### config.mk
export PLATFORM = sky130hd
export DESIGN_NAME = universal_shift_reg
export DESIGN_NICKNAME = d
export VERILOG_FILES = /design/src/rtl/universal_shift_reg.sv
export SDC_FILE = /design/constraint.sdc
export NUM_CORES = 1
export LEC_CHECK = 0
export ABC_AREA = 1
export CAP_MARGIN = 15
export CORE_ASPECT_RATIO = 1.1
export CORE_MARGIN = 1
export CORE_UTILIZATION = 40
export DETAILED_ROUTE_END_ITERATION = 8
export PLACE_DENSITY = 0.71
export SYNTH_ARGS = -nofsm -noshare
export SYNTH_HDL_FRONTEND = slang
export SYNTH_SLANG_ARGS = --single-unit
export TNS_END_PERCENT = 1
### constraint.sdc
create_clock -name clk -period 1.1 [get_ports clk]
set_input_delay 0.165 -clock clk [delete_from_list [all_inputs] [get_ports clk]]
set_output_delay 0.165 -clock clk [all_outputs]
set_load 0.02 [all_outputs]
### src/rtl/universal_shift_reg.sv
// -----------------------------------------------------------------------------
// universal_shift_reg
//   WIDTH-bit storage/serialiser element. Each edge (priority rst > en > mode)
//   does one of: hold, parallel load, shift left/right with serial fill,
//   rotate left/right, or clear. A shift counter tracks shift/rotate
//   operations since the last load/clear/reset and pulses word_done on the
//   edge that applies the WIDTH-th one.
//
// Ports
//   clk        rising-edge clock
//   rst        synchronous active-high reset (q <= RST_VAL)
//   en         clock enable; 0 holds all state
//   mode[2:0]  000 HOLD, 001 LOAD, 010 SHL, 011 SHR,
//              100 ROTL, 101 ROTR, 110 CLEAR, 111 HOLD
//   d          parallel load data
//   sin_l      serial in at MSB end (SHR)
//   sin_r      serial in at LSB end (SHL)
//   q          register contents
//   sout_l     q[WIDTH-1]
//   sout_r     q[0]
//   shift_cnt  shift/rotate count, 0..WIDTH-1
//   word_done  one-cycle pulse after the WIDTH-th shift
// -----------------------------------------------------------------------------

package usr_pkg;
  typedef enum logic [2:0] {
    M_HOLD  = 3'b000,
    M_LOAD  = 3'b001,
    M_SHL   = 3'b010,
    M_SHR   = 3'b011,
    M_ROTL  = 3'b100,
    M_ROTR  = 3'b101,
    M_CLEAR = 3'b110,
    M_RSVD  = 3'b111
  } mode_e;

  // Per-bit control shared by every cell. take_lo pulls from the bit below
  // (left shift/rotate), take_hi from the bit above (right shift/rotate).
  typedef struct packed {
    logic ld;
    logic clr;
    logic take_lo;
    logic take_hi;
  } bit_ctl_t;
endpackage

// -----------------------------------------------------------------------------
// usr_bit_cell: one storage bit with its next-state select.
//   clk/rst     clock and synchronous reset
//   rst_val_i   this bit's reset value
//   en_i        clock enable
//   ctl_i       decoded operation
//   d_i         parallel load bit
//   lo_i/hi_i   neighbour (or serial/wrap) bits below/above
//   q_o         stored bit
// -----------------------------------------------------------------------------
module usr_bit_cell
  import usr_pkg::*;
(
  input  logic     clk,
  input  logic     rst,
  input  logic     rst_val_i,
  input  logic     en_i,
  input  bit_ctl_t ctl_i,
  input  logic     d_i,
  input  logic     lo_i,
  input  logic     hi_i,
  output logic     q_o
);
  logic q_q, q_d;

  always_comb begin
    q_d = q_q;
    if (en_i) begin
      if (ctl_i.ld)           q_d = d_i;
      else if (ctl_i.clr)     q_d = 1'b0;
      else if (ctl_i.take_lo) q_d = lo_i;
      else if (ctl_i.take_hi) q_d = hi_i;
    end
  end

  always_ff @(posedge clk) begin
    if (rst) q_q <= rst_val_i;
    else     q_q <= q_d;
  end

  assign q_o = q_q;
endmodule

// -----------------------------------------------------------------------------
// universal_shift_reg top
// -----------------------------------------------------------------------------
module universal_shift_reg
  import usr_pkg::*;
#(
  parameter int               WIDTH   = 8,
  parameter logic [WIDTH-1:0] RST_VAL = '0
) (
  input  logic                     clk,
  input  logic                     rst,
  input  logic                     en,
  input  logic [2:0]               mode,
  input  logic [WIDTH-1:0]         d,
  input  logic                     sin_l,
  input  logic                     sin_r,
  output logic [WIDTH-1:0]         q,
  output logic                     sout_l,
  output logic                     sout_r,
  output logic [$clog2(WIDTH):0]   shift_cnt,
  output logic                     word_done
);
  localparam int CW = $clog2(WIDTH) + 1;

  mode_e            mode_s;
  bit_ctl_t         ctl;
  logic             is_shift;
  logic [WIDTH-1:0] lo_in, hi_in;

  assign mode_s = mode_e'(mode);

  always_comb begin
    ctl      = '0;
    is_shift = 1'b0;
    case (mode_s)
      M_LOAD:         ctl.ld  = 1'b1;
      M_CLEAR:        ctl.clr = 1'b1;
      M_SHL, M_ROTL: begin
        ctl.take_lo = 1'b1;
        is_shift    = 1'b1;
      end
      M_SHR, M_ROTR: begin
        ctl.take_hi = 1'b1;
        is_shift    = 1'b1;
      end
      default: ;  // HOLD and reserved
    endcase
  end

  // End bits take either the serial input or the opposite end (rotate).
  assign lo_in = {q[WIDTH-2:0], (mode_s == M_ROTL) ? q[WIDTH-1] : sin_r};
  assign hi_in = {(mode_s == M_ROTR) ? q[0] : sin_l, q[WIDTH-1:1]};

  for (genvar i = 0; i < WIDTH; i++) begin : g_bit
    usr_bit_cell u_cell (
      .clk       (clk),
      .rst       (rst),
      .rst_val_i (RST_VAL[i]),
      .en_i      (en),
      .ctl_i     (ctl),
      .d_i       (d[i]),
      .lo_i      (lo_in[i]),
      .hi_i      (hi_in[i]),
      .q_o       (q[i])
    );
  end

  assign sout_l = q[WIDTH-1];
  assign sout_r = q[0];

  // Shift counter: wraps WIDTH-1 -> 0 and flags the completed word.
  // LOAD/CLEAR take precedence over a pending wrap.
  logic [CW-1:0] cnt_q, cnt_d;
  logic          done_q, done_d;

  always_comb begin
    cnt_d  = cnt_q;
    done_d = 1'b0;
    if (en) begin
      if (ctl.ld || ctl.clr) begin
        cnt_d = '0;
      end else if (is_shift) begin
        if (cnt_q == CW'(WIDTH - 1)) begin
          cnt_d  = '0;
          done_d = 1'b1;
        end else begin
          cnt_d = cnt_q + CW'(1);
        end
      end
    end
  end

  always_ff @(posedge clk) begin
    if (rst) begin
      cnt_q  <= '0;
      done_q <= 1'b0;
    end else begin
      cnt_q  <= cnt_d;
      done_q <= done_d;
    end
  end

  assign shift_cnt = cnt_q;
  assign word_done = done_q;
endmodule

==> impl_metrics.ini, run 1 <==
[pwr]
p_leak_nw = 0.764
vdd_ir_drop_max_uv = 754
p_per_area_nw_per_um2 = 963
power_mw = 1.35

[sta]
period_minus_slack_ps = 1100
fin_crit_sh = 1.00
timing.fmax_mhz = 905
timing.slew.headroom = 0.813
worst_pin_slew_ps = 279
clock_skew_ps = 2.17
rsz0062_at_grt = yes
setup_viol_count_final = 1
fin_hold_ws_ps = 372
final-max-slew-violation-count = 0
finalHoldViolations = 0
fin_ws_ps = -4.83

[layout]
final_cell_area_um2 = 1400
multi_input_area_um2 = 609
num_antenna_cells = 0
post-route-util = 0.616
drive_gt1_frac = 0.298
layout.area.seq_um2 = 268
area_growth_pct = 44.3
finalNetCount = 226
fin_cells = 238
nFillCells = 220

[synthesis]
synth_xor_area_frac = 0.00902
synth_compound_gate_area_share = 0.0670
syn-cell-area_um2 = 971
ys_warn_count = 0
synth_fp_nets = 180
synth.avg_cell_area_um2 = 5.96
synth_top_family_by_area = simple AND/OR/NAND/NOR gates
yosys.area_share.simple = 0.481
synth_fa_ha_area_frac = 0.0129
ys_ff_latch = 13
ys_types = 18
ys_seq_area_frac = 0.268
syn_inst = 163
muxShareOfSynthArea = 0

[clock_tree]
cts_tree = built
clk_path_buf_depth = 2
cts_buffers = 3
cts-hold-fix-buffers = 0
clk_latency_ps = 280
clkTransAtPathRegs_ps = 80
cts_max_level = 1
cts_sinks = 13
cts_root_buf = clkbuf_4

[critical_path]
worstPathRequired_ps = 1320
r2r_slack_ps = -5
crit_path_start_kind = flop
worstSetupPathType = flop to flop
arrival_ps = 1330
end_kind = flop
critPathMaxFanout = 4

[global_route]
grt_pass1_wl_um = 4100
antenna_found_initial = 0
grt_pass1_vias = 990
grt_max_degree = 11
track_usage = 0.211
overflow = 0

[floorplan]
io_pins = 31
die_h_um = 53.7
initial_utilization = 0.427
rows = 18
coreArea_um2 = 2270
dieArea_um2 = 2630
die_x_um = 49.0

[hold_path]
min_path_type = input port to flop

[route]
drt_iter0_drc = 26
drtAntennaViolNets = 0
drt-wirelength-per-cell_um = 11.7
first_pass_iters = 4
postRouteWirelength_um = 2780
routed_via_density = 4.67
drc = 0
num_vias = 1112

[placement]
io_buffers = 30
gp_congestion = 0.863
dp_hpwl_um = 2040
placed_area_um2 = 1390
dp_cells = 232

[outcome]
violations = setup timing
status = finished, violations left

[job]
drv_cap = 0
[registers in the layout, indices dropped and copies added (netlist names)]
register,count
g_bit.u_cell.q_o,8
shift_cnt,4
word_done,1
[where the power goes]
part	switching (mW)	total [mW]	leakage (nW)	internal [mW]
registers	0.0240	0.529	0.108	0.505
clock network	0.167	0.308	0.0150	0.141
logic	0.299	0.513	0.641	0.214
total	0.490	1.35	0.764	0.860
[worst paths after layout]
| kind | start | to | cells after the start |
|---|---|---|---|
| setup reg to reg | shift_cnt[0] | shift_cnt[2] | 5 |
| hold reg to reg | shift_cnt[0] | shift_cnt[0] | 2 |
| hold / removal | mode[1] | g_bit[7].u_cell.q_o | 6 |
| setup / recovery | shift_cnt[0] | shift_cnt[2] | 5 |
[repair_timing]
| action | 4_1_cts | 5_1_grt |
|---|---|---|
| gates resized for setup | 36 | 33 |
| setup endpoints to repair | 28 | 21 |
| pin swaps | 2 | 6 |
| gates cloned | 0 | 0 |
| setup buffers | 0 | 2 |
| endpoints found under the hold margin | 0 | 0 |
[per-stage QoR]
| step | TNS [ps] | worst slack (ps) |
|---|---|---|
| after CTS | -125 | -38.0 |
| after detailed placement | -5840 | -542 |
| after floorplan | 0 | 22.1 |
| final | -4.83 | -4.83 |
| after global routing | -112 | -39.7 |
| after global placement | -5400 | -515 |
[cell usage after synthesis (all sizes together)]
cell type / count / area share
xor2: 1 / 0.0090
clkinv: 1 / 0.0039
o21ai: 5 / 0.026
ha: 1 / 0.013
a21oi: 8 / 0.041
nand3: 16 / 0.093
inv: 25 / 0.097
buf: 8 / 0.062
nand4: 6 / 0.039
nor2: 29 / 0.11
nor4: 1 / 0.0064
dfxtp: 13 / 0.27
nand2: 49 / 0.23
[kinds of logic (layout without fill, tap and decap cells)]
group | after synthesis | count (layout)
AO/OA/AOI/OAI | 13 | 13
XOR/XNOR | 1 | 1
adder cells (fa/ha/maj) | 1 | 1
buffers and inverters | 34 | 79
flip-flops | 13 | 13
AND/OR/NAND/NOR | 101 | 101
[layout make-up]
type,instances,area share
Clock buffer,4,0.0188
Inverter,26,0.0696
Multi-Input combinational cell,116,0.435
Sequential cell,13,0.191
Tap cell,30,0.0268
Timing Repair Buffer,49,0.259
[cells in the final DEF (no fill, tap or decap), drive strengths merged, types with 5 or more instances in the layout]
master         count
nand2             49
clkbuf            15
nor2              29
dfxtp             13
a21oi              8
nand3             16
buf               24
nand4              6
o21ai              5
inv               25
clkdlybuf4s50     12
[routing by layer]
layer / global-route usage / routed length [µm] / up-vias
li1: - / - / 593
met1: 0.243 / 1170 / 483
met2: 0.387 / 1450 / 32
met3: 0.0424 / 133 / 4
met4: 0.0882 / 28 / 0
met5: 0 / 0 / -
[critical path, cell delays in order (launching register included)]
cell,delay (ps)
dfxtp_4,370
ha_4,170
buf_4,130
xor2_1,120
nand4_1,130
a21oi_2,130
Note: power is estimated with default switching activity, not from simulation.
==> run 2: changes to the inputs <==
CTS_CLUSTER_SIZE = 30   (was not set)
GPL_TIMING_DRIVEN = 0   (was not set)
TNS_END_PERCENT = 100   (was 1)
==> run 2 against run 1 <==
The flow still finishes with violations (setup timing). Die area is the same. Final cell count shrank 0.84%. Critical path depth grew 2. Design area shrank 2.3%. Power is essentially flat. Critical path type unchanged. Highest routed layer unchanged.
==> impl_metrics.ini, run 2 (synthesis results as in run 1) <==
[clock_tree]
cts_tree = built
clkTransAtPathRegs_ps = 80
cts_root_buf = clkbuf_4
cts_buffers = 3
cts_max_level = 1
clk_latency_ps = 280
cts-hold-fix-buffers = 0
clk_path_buf_depth = 2
cts_sinks = 13

[critical_path]
r2r_slack_ps = -30
path_buf_inv = 1
worstSetupPathType = flop to flop
crit_path_start_kind = flop
worstPathRequired_ps = 1330
critPathTopFamily = flip-flops
critPathMaxFanout = 4
cp_common_cell = nor2_1
cp_cell_sequence = ha_4 -> nand2_2 -> nor2_1 -> nor2_1 -> buf_4 -> o21ai_1 -> nor2_1
arrival_ps = 1360
cp_slowest_stage_delay_ps = 370
end_kind = flop
cpMaxStageDelayCell = dfxtp_4

[floorplan]
io_pins = 31
dieArea_um2 = 2630
rows = 18
initial_utilization = 0.427
die_x_um = 49.0
die_h_um = 53.7
coreArea_um2 = 2270

[global_route]
grt_pass1_vias = 1076
grt_pass1_wl_um = 4430
overflow = 0
grt_max_degree = 11
antenna_found_initial = 0
track_usage = 0.217

[route]
postRouteWirelength_um = 2600
drc = 0
drtAntennaViolNets = 0
drt-wirelength-per-cell_um = 11.0
num_vias = 1152
drt_iter0_drc = 25
first_pass_iters = 4
routed_via_density = 4.88

[placement]
gp_congestion = 0.891
place_ws_ps = -617
io_buffers = 30
dp_hpwl_um = 1880
dp_cells = 223

[pwr]
p_sw_frac = 0.361
p_per_area_nw_per_um2 = 987
power_frac_seq = 0.396
power_frac_comb = 0.375
switchingPower_mw = 0.487
vdd_ir_drop_max_uv = 669
p_leak_nw = 0.745
clkPwrFrac = 0.230
intPower_mw = 0.864
power_mw = 1.35

[outcome]
violations = setup timing
status = finished, violations left

[sta]
tns_ps = -32.2
finalHoldViolations = 0
rsz0062_at_grt = yes
clock_skew_ps = 3.69
period_minus_slack_ps = 1130
setup_viol_count_final = 1
fin_hold_ws_ps = 360
final-max-slew-violation-count = 0
fin_crit_sh = 1.03
fin_ws_ps = -32.2
timing.fmax_mhz = 883
worst_pin_slew_ps = 384
timing.slew.headroom = 0.744

[layout]
largest_reg_flops = 8
fin_cells = 236
layout.area.seq_um2 = 274
most-common-layout-cells = nand2_1 (39), nor2_1 (28), inv_1 (20), buf_4 (17), buf_2 (15)
final_common_cell = nand2_1
finalNetCount = 224
drive_gt1_frac = 0.320
multi_input_area_um2 = 593
area_growth_pct = 41.0
nFillCells = 228
num_antenna_cells = 0

[job]
drv_cap = 0

[hold_path]
min_path_type = input port to flop
-- run 2: cell count changes in the layout (fill, tap and decap cells not counted), sizes merged --
cell	change
clkinvlp	+2
clkbuf	-9
clkdlybuf4s50	-1
buf	+8
clkdlybuf4s15	-1
clkinv	-1
-- run 2: final timing paths --
check | startpoint | end | cells past startpoint
worst max-delay path | shift_cnt[0] | shift_cnt[3] | 7
worst min-delay path | mode[0] | g_bit[7].u_cell.q_o | 5
worst max register to register | shift_cnt[0] | shift_cnt[3] | 7
worst min register to register | shift_cnt[3] | word_done | 1
-- run 2: routing by layer --
layer  share of wire  global-route usage
met4           0.015              0.0931
met1            0.45               0.259
met3           0.039              0.0254
met2            0.49               0.400
met5               0                   0
-- run 2: timing repair --
item                       in CTS  in global routing
gates resized for setup        67                 20
pin swaps                       5                  5
gates cloned                    0                  1
setup buffers                   4                  4
setup endpoints to repair      28                 18
-- run 2: layout make-up --
| class | count | share of cell area |
|---|---|---|
| multi-input combinational | 116 | 0.433 |
| sequential | 13 | 0.200 |
| timing repair buffer | 38 | 0.198 |
| inverter | 26 | 0.0740 |
| buffer | 8 | 0.0439 |
| tap | 30 | 0.0274 |
| clock buffer | 4 | 0.0192 |
| timing repair inverter | 1 | 0.00366 |
-- run 2: power groups by stage --
stage	registers [mW]	logic [mW]	clock network, mW
after floorplan	0.554	0.305	0
after global placement	0.541	0.511	0
after detailed placement	0.542	0.516	0
after CTS	0.535	0.494	0.312
after global routing	0.541	0.568	0.334
final	0.534	0.506	0.310
-- run 2: worst register-to-register path, stage by stage (launching register included) --
cell and delay [ps]:
dfxtp_4 370, ha_4 160, nand2_2 60, nor2_1 40, nor2_1 160, buf_4 130
o21ai_1 60, nor2_1 90
-- run 2: through the flow --
stage | area, µm² | util
2_1_floorplan | 981 | -
3_3_place_gp | 1320 | 0.580
3_5_place_dp | 1320 | 0.580
4_1_cts | 1360 | 0.599
5_1_grt | 1370 | 0.602
6_report | 1370 | 0.602
